### src/rtl/program_store_pkg.sv
// Shared opcode constants, default fill word and FSM state type for the
// writable program store.
package program_store_pkg;

    localparam logic [4:0] OPCODE_NOP  = 5'h10;
    localparam logic [4:0] OPCODE_LDI  = 5'h01;
    localparam logic [4:0] OPCODE_ADD  = 5'h02;
    localparam logic [4:0] OPCODE_JMP  = 5'h03;
    localparam logic [4:0] OPCODE_HALT = 5'h1F;

    localparam logic [12:0] NOP_WORD_DEF = {OPCODE_NOP, 8'h00};

    typedef enum logic [1:0] {
        CLEAR = 2'd0,
        RUN   = 2'd1,
        LOAD  = 2'd2
    } state_e;

endpackage

### src/rtl/program_store_if.sv
// Fetch and byte-load signal bundle between the core/host and the program store.
interface program_store_if #(
    parameter int ADDR_W = 6,
    parameter int INS_W  = 13
);
    logic              fetch_req;
    logic [ADDR_W-1:0] fetch_addr;
    logic [INS_W-1:0]  ins_out;
    logic              ins_valid;
    logic              busy;
    logic              load_start;
    logic [ADDR_W-1:0] load_base;
    logic [ADDR_W:0]   load_len;
    logic [7:0]        load_byte;
    logic              load_byte_valid;
    logic              load_byte_ready;
    logic              load_done;
    logic              load_err;

    modport master (
        output fetch_req, fetch_addr, load_start, load_base, load_len,
               load_byte, load_byte_valid,
        input  ins_out, ins_valid, busy, load_byte_ready, load_done, load_err
    );

    modport slave (
        input  fetch_req, fetch_addr, load_start, load_base, load_len,
               load_byte, load_byte_valid,
        output ins_out, ins_valid, busy, load_byte_ready, load_done, load_err
    );
endinterface

### src/rtl/program_store_prog_mem_array.sv
// Single-port instruction array: synchronous write, registered read whose
// output register holds between reads and resets to RST_VAL.
module prog_mem_array #(
    parameter int                ADDR_W  = 6,
    parameter int                INS_W   = 13,
    parameter logic [INS_W-1:0]  RST_VAL = '0
) (
    input  logic              clk,
    input  logic              rst,
    input  logic              we,
    input  logic              re,
    input  logic [ADDR_W-1:0] addr,
    input  logic [INS_W-1:0]  wdata,
    output logic [INS_W-1:0]  rdata
);
    logic [INS_W-1:0] mem [2**ADDR_W];

    always_ff @(posedge clk) begin
        if (we) mem[addr] <= wdata;
    end

    always_ff @(posedge clk) begin
        if (rst)     rdata <= RST_VAL;
        else if (re) rdata <= mem[addr];
    end
endmodule

### src/rtl/program_store.sv
// Writable program store: self-clears to NOP after reset, serves registered
// fetches in RUN, and assembles little-endian byte streams into words in LOAD.
module program_store
    import program_store_pkg::*;
#(
    parameter int               ADDR_W   = 6,
    parameter int               INS_W    = 13,
    parameter logic [INS_W-1:0] NOP_WORD = INS_W'(NOP_WORD_DEF)
) (
    input logic             clk,
    input logic             rst,
    program_store_if.slave  bus
);
    localparam int BPW  = (INS_W + 7) / 8;
    localparam int BI_W = (BPW > 1) ? $clog2(BPW) : 1;
    localparam logic [ADDR_W:0] DEPTH_L = {1'b1, {ADDR_W{1'b0}}};

    state_e              state_q, state_d;
    logic [ADDR_W-1:0]   clr_ptr, base_q, mem_addr;
    logic [ADDR_W:0]     len_q, wcnt;
    logic [BI_W-1:0]     bidx;
    logic [BPW*8-1:0]    acc, word_full;
    logic [INS_W-1:0]    mem_wdata;
    logic                mem_we, mem_re, byte_acc, word_done, last_word, len_bad;

    assign len_bad = (bus.load_len == '0) || (bus.load_len > DEPTH_L);

    always_comb begin
        state_d             = state_q;
        mem_we              = 1'b0;
        mem_re              = 1'b0;
        mem_addr            = bus.fetch_addr;
        mem_wdata           = NOP_WORD;
        bus.busy            = 1'b1;
        bus.load_byte_ready = 1'b0;
        byte_acc            = 1'b0;
        word_done           = 1'b0;
        last_word           = (wcnt == len_q - 1'b1);
        // The final byte goes straight to the write port on its accepting edge.
        word_full                  = acc;
        word_full[(BPW-1)*8 +: 8]  = bus.load_byte;
        case (state_q)
            CLEAR: begin
                mem_we   = 1'b1;
                mem_addr = clr_ptr;
                if (clr_ptr == '1) state_d = RUN;
            end
            RUN: begin
                bus.busy = 1'b0;
                mem_re   = bus.fetch_req;
                if (bus.load_start && !len_bad) state_d = LOAD;
            end
            LOAD: begin
                bus.load_byte_ready = 1'b1;
                byte_acc  = bus.load_byte_valid;
                word_done = byte_acc && (bidx == BI_W'(BPW - 1));
                mem_addr  = base_q + wcnt[ADDR_W-1:0];
                mem_we    = word_done;
                mem_wdata = INS_W'(word_full);
                if (word_done && last_word) state_d = RUN;
            end
            default: state_d = CLEAR;
        endcase
    end

    always_ff @(posedge clk) begin
        if (rst) begin
            state_q       <= CLEAR;
            clr_ptr       <= '0;
            base_q        <= '0;
            len_q         <= '0;
            wcnt          <= '0;
            bidx          <= '0;
            acc           <= '0;
            bus.ins_valid <= 1'b0;
            bus.load_done <= 1'b0;
            bus.load_err  <= 1'b0;
        end else begin
            state_q       <= state_d;
            bus.ins_valid <= (state_q == RUN) && bus.fetch_req;
            bus.load_done <= 1'b0;
            bus.load_err  <= 1'b0;
            if (state_q == CLEAR) clr_ptr <= clr_ptr + 1'b1;
            if (state_q == RUN && bus.load_start) begin
                if (len_bad) begin
                    bus.load_err <= 1'b1;
                end else begin
                    base_q <= bus.load_base;
                    len_q  <= bus.load_len;
                    wcnt   <= '0;
                    bidx   <= '0;
                end
            end
            if (byte_acc) begin
                if (word_done) begin
                    bidx          <= '0;
                    wcnt          <= wcnt + 1'b1;
                    bus.load_done <= last_word;
                end else begin
                    acc[8*bidx +: 8] <= bus.load_byte;
                    bidx             <= bidx + 1'b1;
                end
            end
        end
    end

    prog_mem_array #(
        .ADDR_W (ADDR_W),
        .INS_W  (INS_W),
        .RST_VAL(NOP_WORD)
    ) u_mem (
        .clk  (clk),
        .rst  (rst),
        .we   (mem_we),
        .re   (mem_re),
        .addr (mem_addr),
        .wdata(mem_wdata),
        .rdata(bus.ins_out)
    );
endmodule

### src/flat_wrapper.sv
// flat-port wrapper written by rule: the top's interface ports become plain ports
module program_store_flat import program_store_pkg::*;
#(
    parameter int               ADDR_W   = 6,
    parameter int               INS_W    = 13,
    parameter logic [INS_W-1:0] NOP_WORD = INS_W'(NOP_WORD_DEF)
)
  (clk, rst, bus_fetch_req, bus_fetch_addr, bus_load_start, bus_load_base, bus_load_len, bus_load_byte, bus_load_byte_valid, bus_ins_out, bus_ins_valid, bus_busy, bus_load_byte_ready, bus_load_done, bus_load_err);
  program_store_if #(.ADDR_W(ADDR_W), .INS_W(INS_W)) bus_i ();
  input logic clk;
  input logic rst;
  input wire logic [$bits(bus_i.fetch_req)-1:0] bus_fetch_req;
  input wire logic [$bits(bus_i.fetch_addr)-1:0] bus_fetch_addr;
  input wire logic [$bits(bus_i.load_start)-1:0] bus_load_start;
  input wire logic [$bits(bus_i.load_base)-1:0] bus_load_base;
  input wire logic [$bits(bus_i.load_len)-1:0] bus_load_len;
  input wire logic [$bits(bus_i.load_byte)-1:0] bus_load_byte;
  input wire logic [$bits(bus_i.load_byte_valid)-1:0] bus_load_byte_valid;
  output wire logic [$bits(bus_i.ins_out)-1:0] bus_ins_out;
  output wire logic [$bits(bus_i.ins_valid)-1:0] bus_ins_valid;
  output wire logic [$bits(bus_i.busy)-1:0] bus_busy;
  output wire logic [$bits(bus_i.load_byte_ready)-1:0] bus_load_byte_ready;
  output wire logic [$bits(bus_i.load_done)-1:0] bus_load_done;
  output wire logic [$bits(bus_i.load_err)-1:0] bus_load_err;
  assign bus_i.fetch_req = bus_fetch_req;
  assign bus_i.fetch_addr = bus_fetch_addr;
  assign bus_i.load_start = bus_load_start;
  assign bus_i.load_base = bus_load_base;
  assign bus_i.load_len = bus_load_len;
  assign bus_i.load_byte = bus_load_byte;
  assign bus_i.load_byte_valid = bus_load_byte_valid;
  assign bus_ins_out = bus_i.ins_out;
  assign bus_ins_valid = bus_i.ins_valid;
  assign bus_busy = bus_i.busy;
  assign bus_load_byte_ready = bus_i.load_byte_ready;
  assign bus_load_done = bus_i.load_done;
  assign bus_load_err = bus_i.load_err;
  program_store #(.ADDR_W(ADDR_W), .INS_W(INS_W), .NOP_WORD(NOP_WORD)) u_core (.clk(clk), .rst(rst), .bus(bus_i));
endmodule
### config.mk
export PLATFORM = sky130hd
export DESIGN_NAME = program_store_flat
export DESIGN_NICKNAME = d
export VERILOG_FILES = /design/src/rtl/program_store_pkg.sv /design/src/rtl/program_store_if.sv /design/src/rtl/program_store_prog_mem_array.sv /design/src/rtl/program_store.sv /design/src/flat_wrapper.sv
export SDC_FILE = /design/constraint.sdc
export NUM_CORES = 1
export LEC_CHECK = 0
export ABC_AREA = 1
export BUFFER_PORTS_ARGS = -buffer_cell sky130_fd_sc_hd__buf_2
export CAP_MARGIN = 40
export CORE_MARGIN = 2
export CORE_UTILIZATION = 35
export CTS_BUF_LIST = sky130_fd_sc_hd__clkbuf_8 sky130_fd_sc_hd__clkbuf_16
export DETAILED_ROUTE_END_ITERATION = 7
export PLACE_DENSITY_LB_ADDON = 0.08
export SYNTH_ARGS = -nofsm -noshare
export SYNTH_HDL_FRONTEND = slang
export SYNTH_SLANG_ARGS = --single-unit
export TNS_END_PERCENT = 5
### constraint.sdc
create_clock -name clk -period 9.7 [get_ports clk]
set_input_delay 0.485 -clock clk [delete_from_list [all_inputs] [get_ports clk]]
set_output_delay 0.485 -clock clk [all_outputs]
set_load 0.01 [all_outputs]
### Word-level counts from Yosys, hierarchy flattened

Memories as Yosys holds them, arrays and structs flattened. A register that Yosys moved wholly into a read port is not among the register bits.
Index checks and enable logic that the tools add are counted.

* bitwise gates (word level): 4
* reductions and logical operators: 16
* $add $sub $neg: 6
* shifts and indexed selects: 2
* $mul: 0
* equality and inequality tests: 8
* muxes and demuxes: 24
* order comparisons: 1
* div/mod/pow operators: 0

Operators by type and width (number)
* 4-bit negator with 34-bit output: 1
* 8-bit by 34-bit variable shift with 16-bit output (first input constant): 1
* 8-bit by 34-bit indexed part select with 16-bit output: 1
* 7-bit 2-to-1 mux: 4
* 16-bit bitwise mux: 1
* 13-bit 2-to-1 mux: 1
* 1-bit 2-to-1 mux: 12
* 6-bit case mux with 2 select lines: 1
* 2-bit by 1-bit != test with 1-bit output (second input constant): 4
* 7-bit by 1-bit adder with 7-bit output (second input constant): 1
* 7-bit equality test: 1
* 7-bit greater-than comparator (second input constant): 1
* 7-bit logical NOT: 1
* 7-bit by 1-bit subtractor with 7-bit output (second input constant): 1
* 6-bit by 1-bit adder with 6-bit output (second input constant): 1
* 6-bit adder: 1
* 6-bit equality test (second input constant): 1
* 2-bit 2-to-1 mux: 3
* 2-bit case mux with 3 select lines: 1
* 2-bit AND reduction: 3
* 1-bit logical AND: 5
* 1-bit NOT: 4
* 3-bit AND reduction: 1
* 3-bit OR reduction: 1
* other kinds (9): 9

* register bits: 48
* output and inout bits: 18
* memories: 1
* bits in latches: 0
* word-level logic and storage cells: 72
* bits in read-only memories: 0
* RAM bits: 832

Memory list
* u_core.u_mem.mem: depth 64, width 13, rd ports 1, clocked after memory_dff 1, wr ports 1, RTL line program_store_prog_mem_array.sv:16 `logic [INS_W-1:0] mem [2**ADDR_W];`

### Longest topological paths before layout

* word-level depth: 6
* mapped depth: 20

### By module

Synthesis repeated with hierarchy kept, for this count alone.

* cells, all modules: 3846
* area, all modules: 37922.6 um^2

By module, submodules not included
* prog_mem_array: cells each 3526, instances 1, area each 35663.0 um^2
* program_store: cells each 320, instances 1, area each 2259.7 um^2

### Worst setup path after synthesis

No wires, ideal clock.

* path type: register to register
* from: register u_core.wcnt[0]
* to: memory u_core.u_mem.mem[48][0], enable pin
* library setup time: 382 ps
* data arrival time: 2702 ps
* setup slack: 6616 ps
* stages on the path, launching flop included: 13
* buffers on the path: 1
* cell sequence: dfxtp_1 -> ha_1 -> inv_1 -> fa_1 -> inv_1 -> nand3_1 -> a21o_1 -> nand2_1 -> o21bai_2 -> nor2_1 -> buf_2 -> nand2_1 -> nor2_1

* word-level cells in the longest chain between the ends: 2

RTL lines
* start, declared: RTL line program_store.sv:20 `logic [ADDR_W:0] len_q, wcnt;`
* start signal, assigned: RTL line program_store.sv:97 `wcnt <= wcnt + 1'b1;`
* 6-bit adder: RTL line program_store.sv:57 `mem_addr = base_q + wcnt[ADDR_W-1:0];`
* 6-bit case mux with 2 select lines: RTL line program_store.sv:42 `case (state_q)`
* end, declared: RTL line program_store_prog_mem_array.sv:16

No other way between the ends.

### Final worst setup path

* from: register u_core.wcnt[0]
* to: register u_core.u_mem.rdata[2], read port of u_core.u_mem.mem

* word-level cells in the longest chain between the ends: 2

RTL lines
* 6-bit adder: RTL line program_store.sv:57
* 6-bit case mux with 2 select lines: RTL line program_store.sv:42
* end, declared: RTL line program_store_prog_mem_array.sv:14 `output logic [INS_W-1:0] rdata`

No other way between the ends.
A chain may end at the register's enable or synchronous reset.

==> flow_summary.toml <==
[timing]
fin_skew_ns = 0.0354
finalSetupViolCount = 0
min_period_ns = 5.03
tightest_slew_ns = 0.917
hold_ws_ns = 0.0513
rsz0062_at_grt = "no"
hold_violations = 0
slew_violations = 0
timing.final.crit_share_pct = 51.9
finalSetupTns_ns = 0
slew_headroom_pct = 38.7
max_freq_mhz = 199

[min_path]
holdPathEnd = "u_core.base_q[5]"
holdPathStages = 3
min_path_type = "input port to flip-flop"
hp-start = "bus_load_base[5]"

[global_route]
grt_overflow = 0
grt_antenna_before_repair = 3
grt_pass1_vias = 23800
grtUsageTotal_pct = 20.1
grt_pass1_wl_um = 160000
grt_start_max_net_pins = 197

[route]
drt_iter0_markers = 1946
postRouteAntennaNets = 0
drt_first_pass_iters = 5
vias = 24100
via_per_inst = 4.98
wirelength_um = 109000
drc = 0
wire_per_inst_um = 22.5

[logic_synthesis]
yosysSeqAreaShare_pct = 70.4
yosys_warnings = 0
syn_inst = 3261
syn-cell-area_sq_um = 37000
synth_top_family_by_area = "simple AND/OR/NAND/NOR gates"
synthAdderAreaFrac_pct = 0.325
synth_area_per_cell_sq_um = 11.3
synth_top_cell_by_area = "edfxtp_1"
syn-num-nets = 3302
synth-edff-count = 832
synth-xor-area-share_pct = 0.284
ys_async_sr_fraction_pct = 0
ys_top_cells_by_count = "edfxtp_1, nand2_1, inv_1, o211ai_1, nor2_1"
yosysUniqueCellTypes = 39
synth_ff_type = "edfxtp_1"
ys_seq_elements = 885
synth_most_common_cell = "edfxtp_1"
synth_simple_gate_area_share_pct = 13.0
muxShareOfSynthArea_pct = 0
synthTopCellsByArea = "edfxtp_1, nand2_1, inv_1"
synth_top_area_share_pct = 67.6
synth_compound_gate_area_share_pct = 8.90

[finish]
nets = 3408
design_area_sq_um = 43000
syn2layout_area_growth_pct = 16.3
layout-drive-gt1-share_pct = 10.5
final_util_pct = 41.0

[clocking]
clk_latency_ns = 0.70
cts_tree = "done"
cts_buffers = 100
cts_root_buffer = "clkbuf_16"
clkSlewWorstSetupHoldPaths_ns = 0.06
holdBufCountCts = 0
cts_sinks = 885
post_cts_buffers = 0
cts_resized = 0
htree_levels = 3
cts_max_path_buffers = 3

[setup_path]
reg2reg_depth = 15
cp_max_fo = 196
crit_path_frequent_cell = "nor2_1"
cp-start-kind = "flip-flop"
rrSetupSlack_ns = 4.67
worstPathRequired_ns = 10.28
worstSetupPathType = "flip-flop to flip-flop"
crit_arrival_ns = 5.60
crit_start = "u_core.wcnt[0]"
critical_path.max_stage_delay_ns = 0.75
rr_startpoint = "u_core.wcnt[0]"
cpMaxStageDelayCell = "nand3b_2"
critPathCaptureType = "flip-flop"
timing.rr.end = "u_core.u_mem.rdata[2]"
crit_path_cell_trace = "ha_1 -> nand3b_2 -> nand3_4 -> buf_16 -> buf_12 -> buf_4 -> nand2_1 -> o211ai_1 -> nand2_1 -> nor2_1 -> nor2_1 -> nor2_1 -> nand2_1 -> nor2_1 -> nor2_1"

[pwr]
p_total_mw = 8.39
p_leak_nw = 16.9
ir_drop_mv = 0.118
power_density_nw_per_um2 = 195

[place]
post_dp_cell_area_sq_um = 39600
place_congestion = 0.810
dp.final_hpwl_um = 70400
io_buffer_count = 49

[floorplanning]
rows = 119
io-pin-count = 50
initial_utilization_pct = 35.2
die_area_sq_um = 108000
dieWidth_um = 329
die_h_um = 329
core_area_sq_um = 105000

[run_status]
status = "completed"

[job]
max_cap_viol_count = 0
[where the power goes]
group          switching [mW]  internal (mW)
logic                   0.295         0.0986
registers             0.00461           4.13
clock network            1.58           2.28
total                    1.88           6.51
[metal layers]
layer,track usage (%),share of wire (%),vias up
li1,-,-,11400
met1,28.9,46,12000
met2,31.8,46,641
met3,2.42,4.9,138
met4,6.45,2.7,2
met5,0,0.012,-
[worst max-delay path, delay by kind of cell (launching register included)]
| kind | cells | cell delay, ns |
|---|---|---|
| and+or+nand+nor | 10 | 2.37 |
| buffers and inverters | 3 | 1.53 |
| DFF | 1 | 0.45 |
| adders and majority gates | 1 | 0.27 |
| AOI/OAI and AO/OA | 1 | 0.13 |
[worst max-delay path by stage]
stage	to	slack, ns	depth (start not counted)
4_1_cts	u_core.u_mem.rdata[2]	4.61	15
6_report	u_core.u_mem.rdata[2]	4.67	15
5_1_grt	u_core.u_mem.rdata[2]	4.20	15
3_5_place_dp	u_core.u_mem.rdata[2]	4.66	15
3_3_place_gp	u_core.u_mem.rdata[2]	4.41	14
2_1_floorplan	u_core.u_mem.mem[48][0]	6.62	12
[area by class of cell]
type / count / area, sq um
diodes: 1 / 2.50
multi-input cells: 1732 / 8430
clock inverters: 84 / 785
clock buffers: 105 / 2580
inverters: 478 / 1790
well taps: 1391 / 1740
repair buffers: 170 / 1640
flip-flops and latches: 885 / 26000
fillers: 10000 / 62000
[registers in the layout, indices dropped and copies added (netlist names)]
name and count:
u_core.base_q 6, u_core.bus.load_err 1, u_core.u_mem.mem 832, u_core.bus.ins_valid 1
u_core.state_q 2, u_core.clr_ptr 6, u_core.u_mem.rdata 13, u_core.len_q 7
u_core.bus.load_done 1, u_core.bidx 1, u_core.acc 8, u_core.wcnt 7
[metrics by stage]
stage,setup slack [ns],std cells
floorplan,6.62,3261
global placement,4.41,4579
detailed placement,4.66,4656
CTS,4.61,4845
global route,4.20,4845
finish,4.67,4846
[kinds of logic (layout without fill, tap and decap cells)]
family	count (synthesis)	in the layout
compound gates	537	537
xor+xnor	12	12
fa+ha+maj	9	9
buf+inv	644	837
flops	885	885
other cells	0	1
simple gates	1174	1174
[cells in the final DEF, fill, tap and decap left out, types with 53 or more instances in the layout]
cell and count:
o21ai_0 204, dfxtp_1 53, o211ai_1 228, clkbuf_16 101, nand3_1 79, inv_1 495
nor2_1 196, a21oi_1 93, buf_4 78, nand2_1 782, nand4_1 75, edfxtp_1 832
No activity file was read; power rests on OpenSTA's default activity.
